$ cat src/rtl/cnn_acc_pkg.sv
// -----------------------------------------------------------------------------
// cnn_acc_pkg
// Shared constants and state types for the partial-sum accumulator.
//   CNN_PSUM_W : width of one signed partial sum from a PE
//   CNN_ACC_W  : signed accumulator width (PSUM_W + 8 guard bits)
//   CNN_OUT_W  : width of the signed requantized output
//   state_e    : top-level job state
//   phase_e    : sub-phase inside ACCUM (beat intake, result load, present)
// -----------------------------------------------------------------------------
package cnn_acc_pkg;

  localparam int CNN_PSUM_W = 25;
  localparam int CNN_ACC_W  = CNN_PSUM_W + 8;
  localparam int CNN_OUT_W  = 8;

  typedef enum logic [1:0] {
    IDLE  = 2'd0,
    ACCUM = 2'd1,
    OUT   = 2'd2
  } state_e;

  typedef enum logic [1:0] {
    PH_BEAT = 2'd0,
    PH_LOAD = 2'd1,
    PH_SHOW = 2'd2
  } phase_e;

endpackage

$ cat src/rtl/psum_requant.sv
// -----------------------------------------------------------------------------
// psum_requant
// Combinational requantizer: round half up, arithmetic right shift, optional
// ReLU, saturate to the signed OUT_W range.
// Optional feature macro: PSUM_RELU_EN (negative rounded results forced to 0
// before saturation; ReLU itself never raises sat_o).
// Ports:
//   acc_i   in  ACC_W  signed accumulator value
//   shift_i in  5      right-shift amount (0 = pass through)
//   data_o  out OUT_W  signed requantized result
//   sat_o   out 1      result was clamped to the OUT_W range
// -----------------------------------------------------------------------------
module psum_requant
  import cnn_acc_pkg::*;
#(
  parameter int ACC_W = CNN_ACC_W,
  parameter int OUT_W = CNN_OUT_W
) (
  input  logic signed [ACC_W-1:0] acc_i,
  input  logic        [4:0]       shift_i,
  output logic signed [OUT_W-1:0] data_o,
  output logic                    sat_o
);

  // One extra bit so the rounding offset can never overflow the sum.
  localparam int EXT_W = ACC_W + 1;
  localparam logic signed [EXT_W-1:0] MAX_V = EXT_W'((2 ** (OUT_W - 1)) - 1);
  localparam logic signed [EXT_W-1:0] MIN_V = EXT_W'(-(2 ** (OUT_W - 1)));

  logic signed [EXT_W-1:0] ext;
  logic signed [EXT_W-1:0] rnd;
  logic signed [EXT_W-1:0] shifted;
  logic signed [EXT_W-1:0] pre_sat;

  always_comb begin
    ext = {acc_i[ACC_W-1], acc_i};
    rnd = '0;
    if (shift_i != 5'd0) begin
      rnd = EXT_W'(1) << (shift_i - 5'd1);
    end
    shifted = (ext + rnd) >>> shift_i;
`ifdef PSUM_RELU_EN
    pre_sat = shifted[EXT_W-1] ? '0 : shifted;
`else
    pre_sat = shifted;
`endif
    data_o = pre_sat[OUT_W-1:0];
    sat_o  = 1'b0;
    if (pre_sat > MAX_V) begin
      data_o = MAX_V[OUT_W-1:0];
      sat_o  = 1'b1;
    end else if (pre_sat < MIN_V) begin
      data_o = MIN_V[OUT_W-1:0];
      sat_o  = 1'b1;
    end
  end

endmodule

$ cat src/rtl/psum_accumulator.sv
// -----------------------------------------------------------------------------
// psum_accumulator
// Accumulates cfg_groups signed partial sums per output pixel, requantizes the
// sum and presents it with a valid/ready handshake, for cfg_pixels pixels per
// job.
// Optional feature macro: PSUM_RELU_EN (handled inside psum_requant).
//
//   state | meaning
//   ------+--------------------------------------------------------------
//   IDLE  | waiting for start; cfg latched and job cleared on start
//   ACCUM | PH_BEAT: taking beats; PH_LOAD: requant into out_data;
//         | PH_SHOW: raise out_valid and move to OUT
//   OUT   | holding out_data/out_valid until out_ready
//
// Ports:
//   clk, rst (async, active-high)
//   start, cfg_groups[8], cfg_pixels[16], cfg_shift[5] : job setup
//   psum_valid, p_sum[PSUM_W], psum_ready               : beat input
//   out_valid, out_data[OUT_W], out_ready               : result output
//   busy, sat_flag                                      : status
// -----------------------------------------------------------------------------
module psum_accumulator
  import cnn_acc_pkg::*;
#(
  parameter int PSUM_W = CNN_PSUM_W,
  parameter int ACC_W  = CNN_ACC_W,
  parameter int OUT_W  = CNN_OUT_W
) (
  input  logic                     clk,
  input  logic                     rst,
  input  logic                     start,
  input  logic        [7:0]        cfg_groups,
  input  logic        [15:0]       cfg_pixels,
  input  logic        [4:0]        cfg_shift,
  input  logic                     psum_valid,
  input  logic signed [PSUM_W-1:0] p_sum,
  output logic                     psum_ready,
  output logic                     out_valid,
  output logic signed [OUT_W-1:0]  out_data,
  input  logic                     out_ready,
  output logic                     busy,
  output logic                     sat_flag
);

  state_e                   state_q;
  phase_e                   phase_q;
  logic        [7:0]        groups_q;
  logic        [15:0]       pixels_q;
  logic        [4:0]        shift_q;
  logic        [7:0]        grp_cnt_q;
  logic        [15:0]       pix_cnt_q;
  logic signed [ACC_W-1:0]  acc_q;
  logic signed [ACC_W-1:0]  acc_d;
  logic                     psum_ready_q;
  logic                     out_valid_q;
  logic signed [OUT_W-1:0]  out_data_q;
  logic                     sat_q;
  logic signed [OUT_W-1:0]  rq_data;
  logic                     rq_sat;

  assign acc_d = acc_q + {{(ACC_W - PSUM_W){p_sum[PSUM_W-1]}}, p_sum};

  psum_requant #(
    .ACC_W (ACC_W),
    .OUT_W (OUT_W)
  ) u_requant (
    .acc_i   (acc_q),
    .shift_i (shift_q),
    .data_o  (rq_data),
    .sat_o   (rq_sat)
  );

  always_ff @(posedge clk or posedge rst) begin
    if (rst) begin
      state_q      <= IDLE;
      phase_q      <= PH_BEAT;
      groups_q     <= 8'd1;
      pixels_q     <= 16'd1;
      shift_q      <= '0;
      grp_cnt_q    <= '0;
      pix_cnt_q    <= '0;
      acc_q        <= '0;
      psum_ready_q <= 1'b0;
      out_valid_q  <= 1'b0;
      out_data_q   <= '0;
      sat_q        <= 1'b0;
    end else begin
      case (state_q)
        IDLE: begin
          if (start) begin
            groups_q     <= (cfg_groups == 8'd0) ? 8'd1 : cfg_groups;
            pixels_q     <= (cfg_pixels == 16'd0) ? 16'd1 : cfg_pixels;
            shift_q      <= cfg_shift;
            acc_q        <= '0;
            grp_cnt_q    <= '0;
            pix_cnt_q    <= '0;
            sat_q        <= 1'b0;
            psum_ready_q <= 1'b1;
            phase_q      <= PH_BEAT;
            state_q      <= ACCUM;
          end
        end
        ACCUM: begin
          case (phase_q)
            PH_BEAT: begin
              if (psum_valid && psum_ready_q) begin
                acc_q     <= acc_d;
                grp_cnt_q <= grp_cnt_q + 8'd1;
                if (grp_cnt_q == groups_q - 8'd1) begin
                  psum_ready_q <= 1'b0;
                  phase_q      <= PH_LOAD;
                end
              end
            end
            PH_LOAD: begin
              out_data_q <= rq_data;
              if (rq_sat) begin
                sat_q <= 1'b1;
              end
              phase_q <= PH_SHOW;
            end
            PH_SHOW: begin
              out_valid_q <= 1'b1;
              phase_q     <= PH_BEAT;
              state_q     <= OUT;
            end
            default: phase_q <= PH_BEAT;
          endcase
        end
        OUT: begin
          if (out_valid_q && out_ready) begin
            out_valid_q <= 1'b0;
            pix_cnt_q   <= pix_cnt_q + 16'd1;
            if (pix_cnt_q == pixels_q - 16'd1) begin
              state_q <= IDLE;
            end else begin
              acc_q        <= '0;
              grp_cnt_q    <= '0;
              psum_ready_q <= 1'b1;
              state_q      <= ACCUM;
            end
          end
        end
        default: begin
          state_q      <= IDLE;
          phase_q      <= PH_BEAT;
          psum_ready_q <= 1'b0;
          out_valid_q  <= 1'b0;
        end
      endcase
    end
  end

  assign psum_ready = psum_ready_q;
  assign out_valid  = out_valid_q;
  assign out_data   = out_data_q;
  assign sat_flag   = sat_q;
  assign busy       = (state_q != IDLE);

endmodule
$ cat config.mk
export PLATFORM = sky130hd
export DESIGN_NAME = psum_accumulator
export DESIGN_NICKNAME = d
export VERILOG_FILES = /design/src/rtl/cnn_acc_pkg.sv /design/src/rtl/psum_requant.sv /design/src/rtl/psum_accumulator.sv
export SDC_FILE = /design/constraint.sdc
export NUM_CORES = 1
export LEC_CHECK = 0
export CORE_MARGIN = 4
export CORE_UTILIZATION = 61
export DETAILED_ROUTE_END_ITERATION = 8
export GPL_ROUTABILITY_DRIVEN = 0
export MAX_ROUTING_LAYER = met4
export PLACE_DENSITY = 0.82
export SETUP_SLACK_MARGIN = 0.15
export SLEW_MARGIN = 10
export SYNTH_ARGS = -nofsm -noshare
export SYNTH_HDL_FRONTEND = slang
export SYNTH_SLANG_ARGS = --single-unit
export TNS_END_PERCENT = 100
$ cat constraint.sdc
create_clock -name clk -period 5.8 [get_ports clk]
set_input_delay 1.16 -clock clk [delete_from_list [all_inputs] [get_ports clk]]
set_output_delay 1.16 -clock clk [all_outputs]
set_load 0.05 [all_outputs]
After elaboration in Yosys (flattened, before gate mapping)

Index checks and enable logic that the tools add are counted.

Bitwise logic cells: 2
Reductions and logical operators: 20
Shift operators: 2
Order comparisons: 2
Equal/unequal tests: 17
Add/subtract/negate cells: 7
Mux-type cells: 46

Operators by type and width:

| cell                                                                             | number |
|---|---|
| 33-bit 2-to-1 mux                                                                | 5 |
| 33-bit one-hot mux with 3 select lines                                           | 1 |
| 8-bit 2-to-1 mux                                                                 | 8 |
| 16-bit 2-to-1 mux                                                                | 3 |
| 33-bit by 34-bit adder with 34-bit output                                        | 1 |
| 34-bit by 8-bit greater-than comparator with 1-bit output, second input constant | 1 |
| 34-bit by 8-bit < comparator with 1-bit output, second input constant            | 1 |
| 34-bit 2-to-1 mux                                                                | 1 |
| 1-bit by 5-bit << shifter with 34-bit output, first input constant               | 1 |
| 34-bit by 5-bit >>> shifter with 34-bit output                                   | 1 |
| 33-bit adder                                                                     | 1 |
| 16-bit one-hot mux with 2 select lines                                           | 1 |
| 8-bit one-hot mux with 3 select lines                                            | 1 |
| 16-bit by 1-bit adder with 16-bit output, second input constant                  | 1 |
| 16-bit equality test                                                             | 1 |
| 16-bit logical NOT                                                               | 1 |
| 16-bit by 1-bit subtractor with 16-bit output, second input constant             | 1 |
| 1-bit 2-to-1 mux                                                                 | 14 |
| 2-bit != test, second input constant                                             | 7 |
| 2-bit 2-to-1 mux                                                                 | 6 |
| 2-bit one-hot mux with 3 select lines                                            | 2 |
| 6-bit AND reduction                                                              | 2 |
| 3-bit AND reduction                                                              | 3 |
| 8-bit by 1-bit adder with 8-bit output, second input constant                    | 1 |
| other kinds (19)                                                                 | 31 |

Output and inout bits: 12
Logic and storage cells: 108
Flip-flop bits (word level): 101

Longest topological paths before layout

Word-level depth: 11
Depth in mapped cells: 23

Modules after synthesis

A second synthesis with hierarchy kept.

Cells, all modules: 1621
Area, all modules: 12365.6 um^2

Modules (own cells, without submodules):

| module           | area an instance (um^2) | cells each | instances | seq. area each (um^2) |
|---|---|---|---|---|
| psum_accumulator | 6454.9                  | 689        | 1         | 2529.9 |
| psum_requant     | 5910.7                  | 932        | 1         | 0.0 |

Worst setup path after synthesis

No wires, ideal clock.

Path kind: reg-to-reg
Start point: reg shift_q[2]
End point: reg out_data_q[0] (netlist: out_data[0])
Clock period less this slack: 5254 ps
Stages on the path, launching flop included: 24
Slack: 546 ps
Data arrival time: 5130 ps
Path buffers: 4
Setup time: 124 ps
Cell sequence: dfrtp_1 -> clkinv_1 -> buf_1 -> clkbuf_1 -> buf_1 -> nand3_1 -> nor2_1 -> ha_1 -> clkbuf_1 -> a21o_1 -> and2_1 -> or2_2 -> nand2_1 -> o21ai_0 -> or4_1 -> a311o_1 -> o2111a_1 -> a21oi_1 -> a21oi_1 -> o21ai_0 -> nand2_1 -> o31a_4 -> a211oi_2 -> o21ai_1

Cells in the longest elaborated chain, start to end: 8
Elaborated cells on any way between the ends: 10

RTL lines:

| item                                               | line                    | RTL |
|---|---|---|
| from (decl)                                        | psum_accumulator.sv:49  | `logic [4:0] shift_q;` |
| from (signal assigned)                             | psum_accumulator.sv:93  | `shift_q <= cfg_shift;` |
| 5-bit by 1-bit subtractor with 5-bit output        | psum_requant.sv:39      | `rnd = EXT_W'(1) << (shift_i - 5'd1);` |
| 1-bit by 5-bit << shifter with 34-bit output       | psum_requant.sv:39      |  |
| 34-bit 2-to-1 mux                                  | psum_requant.sv:38      | `if (shift_i != 5'd0) begin` |
| 33-bit by 34-bit adder with 34-bit output          | psum_requant.sv:41      | `shifted = (ext + rnd) >>> shift_i;` |
| 34-bit by 5-bit >>> shifter with 34-bit output (*) | psum_requant.sv:41      |  |
| 34-bit by 8-bit < comparator with 1-bit output     | psum_requant.sv:52      | `end else if (pre_sat < MIN_V) begin` |
| 8-bit 2-to-1 mux                                   | psum_requant.sv:52      |  |
| 8-bit 2-to-1 mux (*)                               | psum_requant.sv:49      | `if (pre_sat > MAX_V) begin` |
| to (signal assigned)                               | psum_accumulator.sv:116 | `out_data_q <= rq_data;` |
| to (decl)                                          | psum_accumulator.sv:56  | `logic signed [OUT_W-1:0] out_data_q;` |

Mark *: on every way between the ends. The rest lies on a longest branch, timed or not.
A chain may end at the register's enable or synchronous reset.

Worst setup path after layout

Start point: reg shift_q[2]
End point: reg out_data_q[2] (netlist: out_data[2])

The elaborated chain is that of the path after synthesis.

==> impl_metrics.tcl <==
set metrics [dict create \
    grt_max_degree 74 \
    cp.required_ps 6040 \
    post-route-period-util 0.945 \
    path_cells "clkinv_1, buf_4, nor2_1, nand2_1, nor2_1, ha_2, nand2_1, nor2_1, a211oi_2, o31a_1, nor4_1, or4_1, a311o_1, o2111a_1, a21oi_1, a21oi_1, o21ai_0, nand2_1, o31a_4, a211oi_1, o21ai_1" \
    status "complete, no violations" \
    critPathLaunchType "flop" \
    min_path_cells 2 \
    path_max_fanout 18 \
    postSynthAreaPerCell_um2 7.74 \
    core_mm2 0.0173 \
    io_buffer_count 70 \
    slew-limit-headroom 0.370 \
    reg2reg_slack_ps 320 \
    grt_pass1_vias 10400 \
    initial_utilization 0.624 \
    hold_start "out_data[7]" \
    cts_hold_buf 0 \
    final.fill_count 1434 \
    initialDrtViolationCount 1281 \
    timing.rr.start "shift_q[2]" \
    rsz0062_at_grt "no" \
    cts_buffer_depth 2 \
    cts_buffers 9 \
    dr.pass1.iters 8 \
    tightest_slew_ps 942 \
    synth_edf_count 0 \
    clock_skew_ps 8.44 \
    synthTopCellsByArea "dfrtp_1, ha_1, nor2_1, nand2_1, a21oi_1" \
    finalNetCount 1555 \
    std_cell_rows 48 \
    io_pins 71 \
    period_needed_ps 5480 \
    diodes 0 \
    die_x_um 141 \
    crit_type "reg2reg" \
    path_clk_slew_ps 70 \
    worst-path-buf-inv 2 \
    maxCapViolCount 0 \
    cp-end-kind "flop" \
    setup_tns_ps 0 \
    die_y_um 141 \
    htree_levels 3 \
    synth.ff_latch_count 101 \
    synthArstFlopShare 1.00 \
    slew_viol_final 0 \
    tritoncts "yes" \
    crit_path_top_delay_cell "or4_1" \
    wl_per_cell_um 18.3 \
    slowest_delay_ps 560 \
    drc 0 \
    overflow 0 \
    r2r_end "out_data[2]" \
    layout-drive-gt1-share 0.0901 \
    synth_most_common_cell "nor2_1" \
    seq_area_frac_synth 0.235 \
    ant_nets 0 \
    antenna_found_initial 0 \
    r2r.worst_path.cells 21 \
    synth_nets 1523 \
    crit_arrival_ps 5720 \
    grt_pass1_wl_um 49700 \
    die-area_mm2 0.0199 \
    netlist.area_leader.share 0.230 \
    finalHoldViolations 0 \
    clk_latency_ps 360 \
    num_vias 11000 \
    ys_warn_count 0 \
    synthCells 1394 \
    cts.sinks 101 \
    finalWirelength_um 30300 \
    synthesis.area_mm2 0.0108 \
    grt_usage 0.308 \
    power_density_mw_per_mm2 595 \
    final-setup-viol-count 0 \
    hold_path.class "reg2reg" \
    yosysUniqueCellTypes 88 \
    crit_family "compound AO/OA/AOI/OAI gates" \
    max_freq_mhz 182 \
    min_to "out_data[7]" \
    ir_drop_v 0.000429 \
    holdWs_ps 487 \
    cts_root_buffer "clkbuf_16" \
    hpwl_um 22500 \
    detail_route.vias_per_cell 6.67 \
    ys_top_cells_by_count "nor2_1, nand2_1, a21oi_1" \
    ys.flop_type "dfrtp_1" \
    synth_top_cell_by_area "dfrtp_1" \
    area_growth_pct 12.1 \
    cellLeakagePower_nw 5.14 \
]
power by group:
group	switching [mW]	internal, mW
combinational	3.14	2.11
sequential	0.316	0.974
clock	0.307	0.346
area by class of cell:
class	count	area [um^2]	area share
inverters	39	153	0.0126
flip-flops and latches	101	2530	0.210
multi-input cells	1179	7910	0.655
clock buffers	9	225	0.0186
clock inverters	7	86.3	0.00714
well taps	225	282	0.0233
repair buffers	96	896	0.0741
worst min-delay path: stages (launching register included):
cell and delay [ps]:
dfrtp_1 340, nand2_1 50, o21ai_0 60
worst max path at each step:
stage / from / to / slack (ps) / depth (start not counted)
after CTS: shift_q[0] / out_data[2] / 370 / 19
after detailed placement: p_sum[0] / acc_q[32] / 180 / 18
final: shift_q[2] / out_data[2] / 320 / 21
after floorplan: shift_q[2] / out_data[0] / 550 / 23
after global routing: shift_q[2] / out_data[2] / 160 / 21
after global placement: p_sum[0] / acc_q[32] / 160 / 18
kinds of logic (layout without fill, tap and decap cells):
| group | count (synthesis) | after routing | synth area share |
|---|---|---|---|
| buffers and inverters | 114 | 151 | 0.0412 |
| xor gates and xnor gates | 97 | 97 | 0.0788 |
| AOI/OAI and AO/OA | 433 | 433 | 0.266 |
| adders and majority gates | 70 | 70 | 0.0826 |
| other | 1 | 1 | 0.000348 |
| and+or+nand+nor | 509 | 509 | 0.218 |
| muxes | 69 | 69 | 0.0790 |
| DFF | 101 | 101 | 0.235 |
cells in the final DEF, fill, tap and decap left out, types with 44 or more instances in the layout:
cell type	synthesis	layout
a21oi_1	105	104
clkdlybuf4s50_1	0	70
dfrtp_1	99	97
ha_1	68	67
nand2_1	151	151
nor2_1	152	151
nor3_1	47	47
o21ai_0	85	82
xnor2_1	52	51
xor2_1	45	44
per-layer routing:
metal | GRT usage | part of all wire | up-vias | routed length (um)
met2 | 0.506 | 0.48 | 564 | 14500
li1 | - | - | 5192 | -
met1 | 0.387 | 0.41 | 5172 | 12500
met4 | 0.119 | 0.034 | 0 | 1020
met5 | - | 0 | - | 0
met3 | 0.0400 | 0.076 | 111 | 2290
state kept, by name (all words and copies together) (netlist names), 5 cells and up:
signal,cells
acc_q,33
out_data,8
shift_q,5
pix_cnt_q,16
grp_cnt_q,8
pixels_q,16
groups_q,8
metrics by stage:
step / power, mW / instances / util / setup slack [ps] / area [um^2]
CTS: 7.02 / 1655 / 0.693 / 370 / 12000
finish: 7.19 / 1656 / 0.699 / 319 / 12100
floorplan: 5.14 / 1394 / - / 546 / 10800
global placement: 6.22 / 1639 / 0.675 / 155 / 11700
detailed placement: 6.33 / 1639 / 0.675 / 181 / 11700
global route: 7.71 / 1656 / 0.699 / 155 / 12100
repair_timing:
action                     CTS  global route
buffers inserted             0             1
resized for setup            0            23
setup endpoints to repair    0             8
Power figures use the tool's default switching activity.
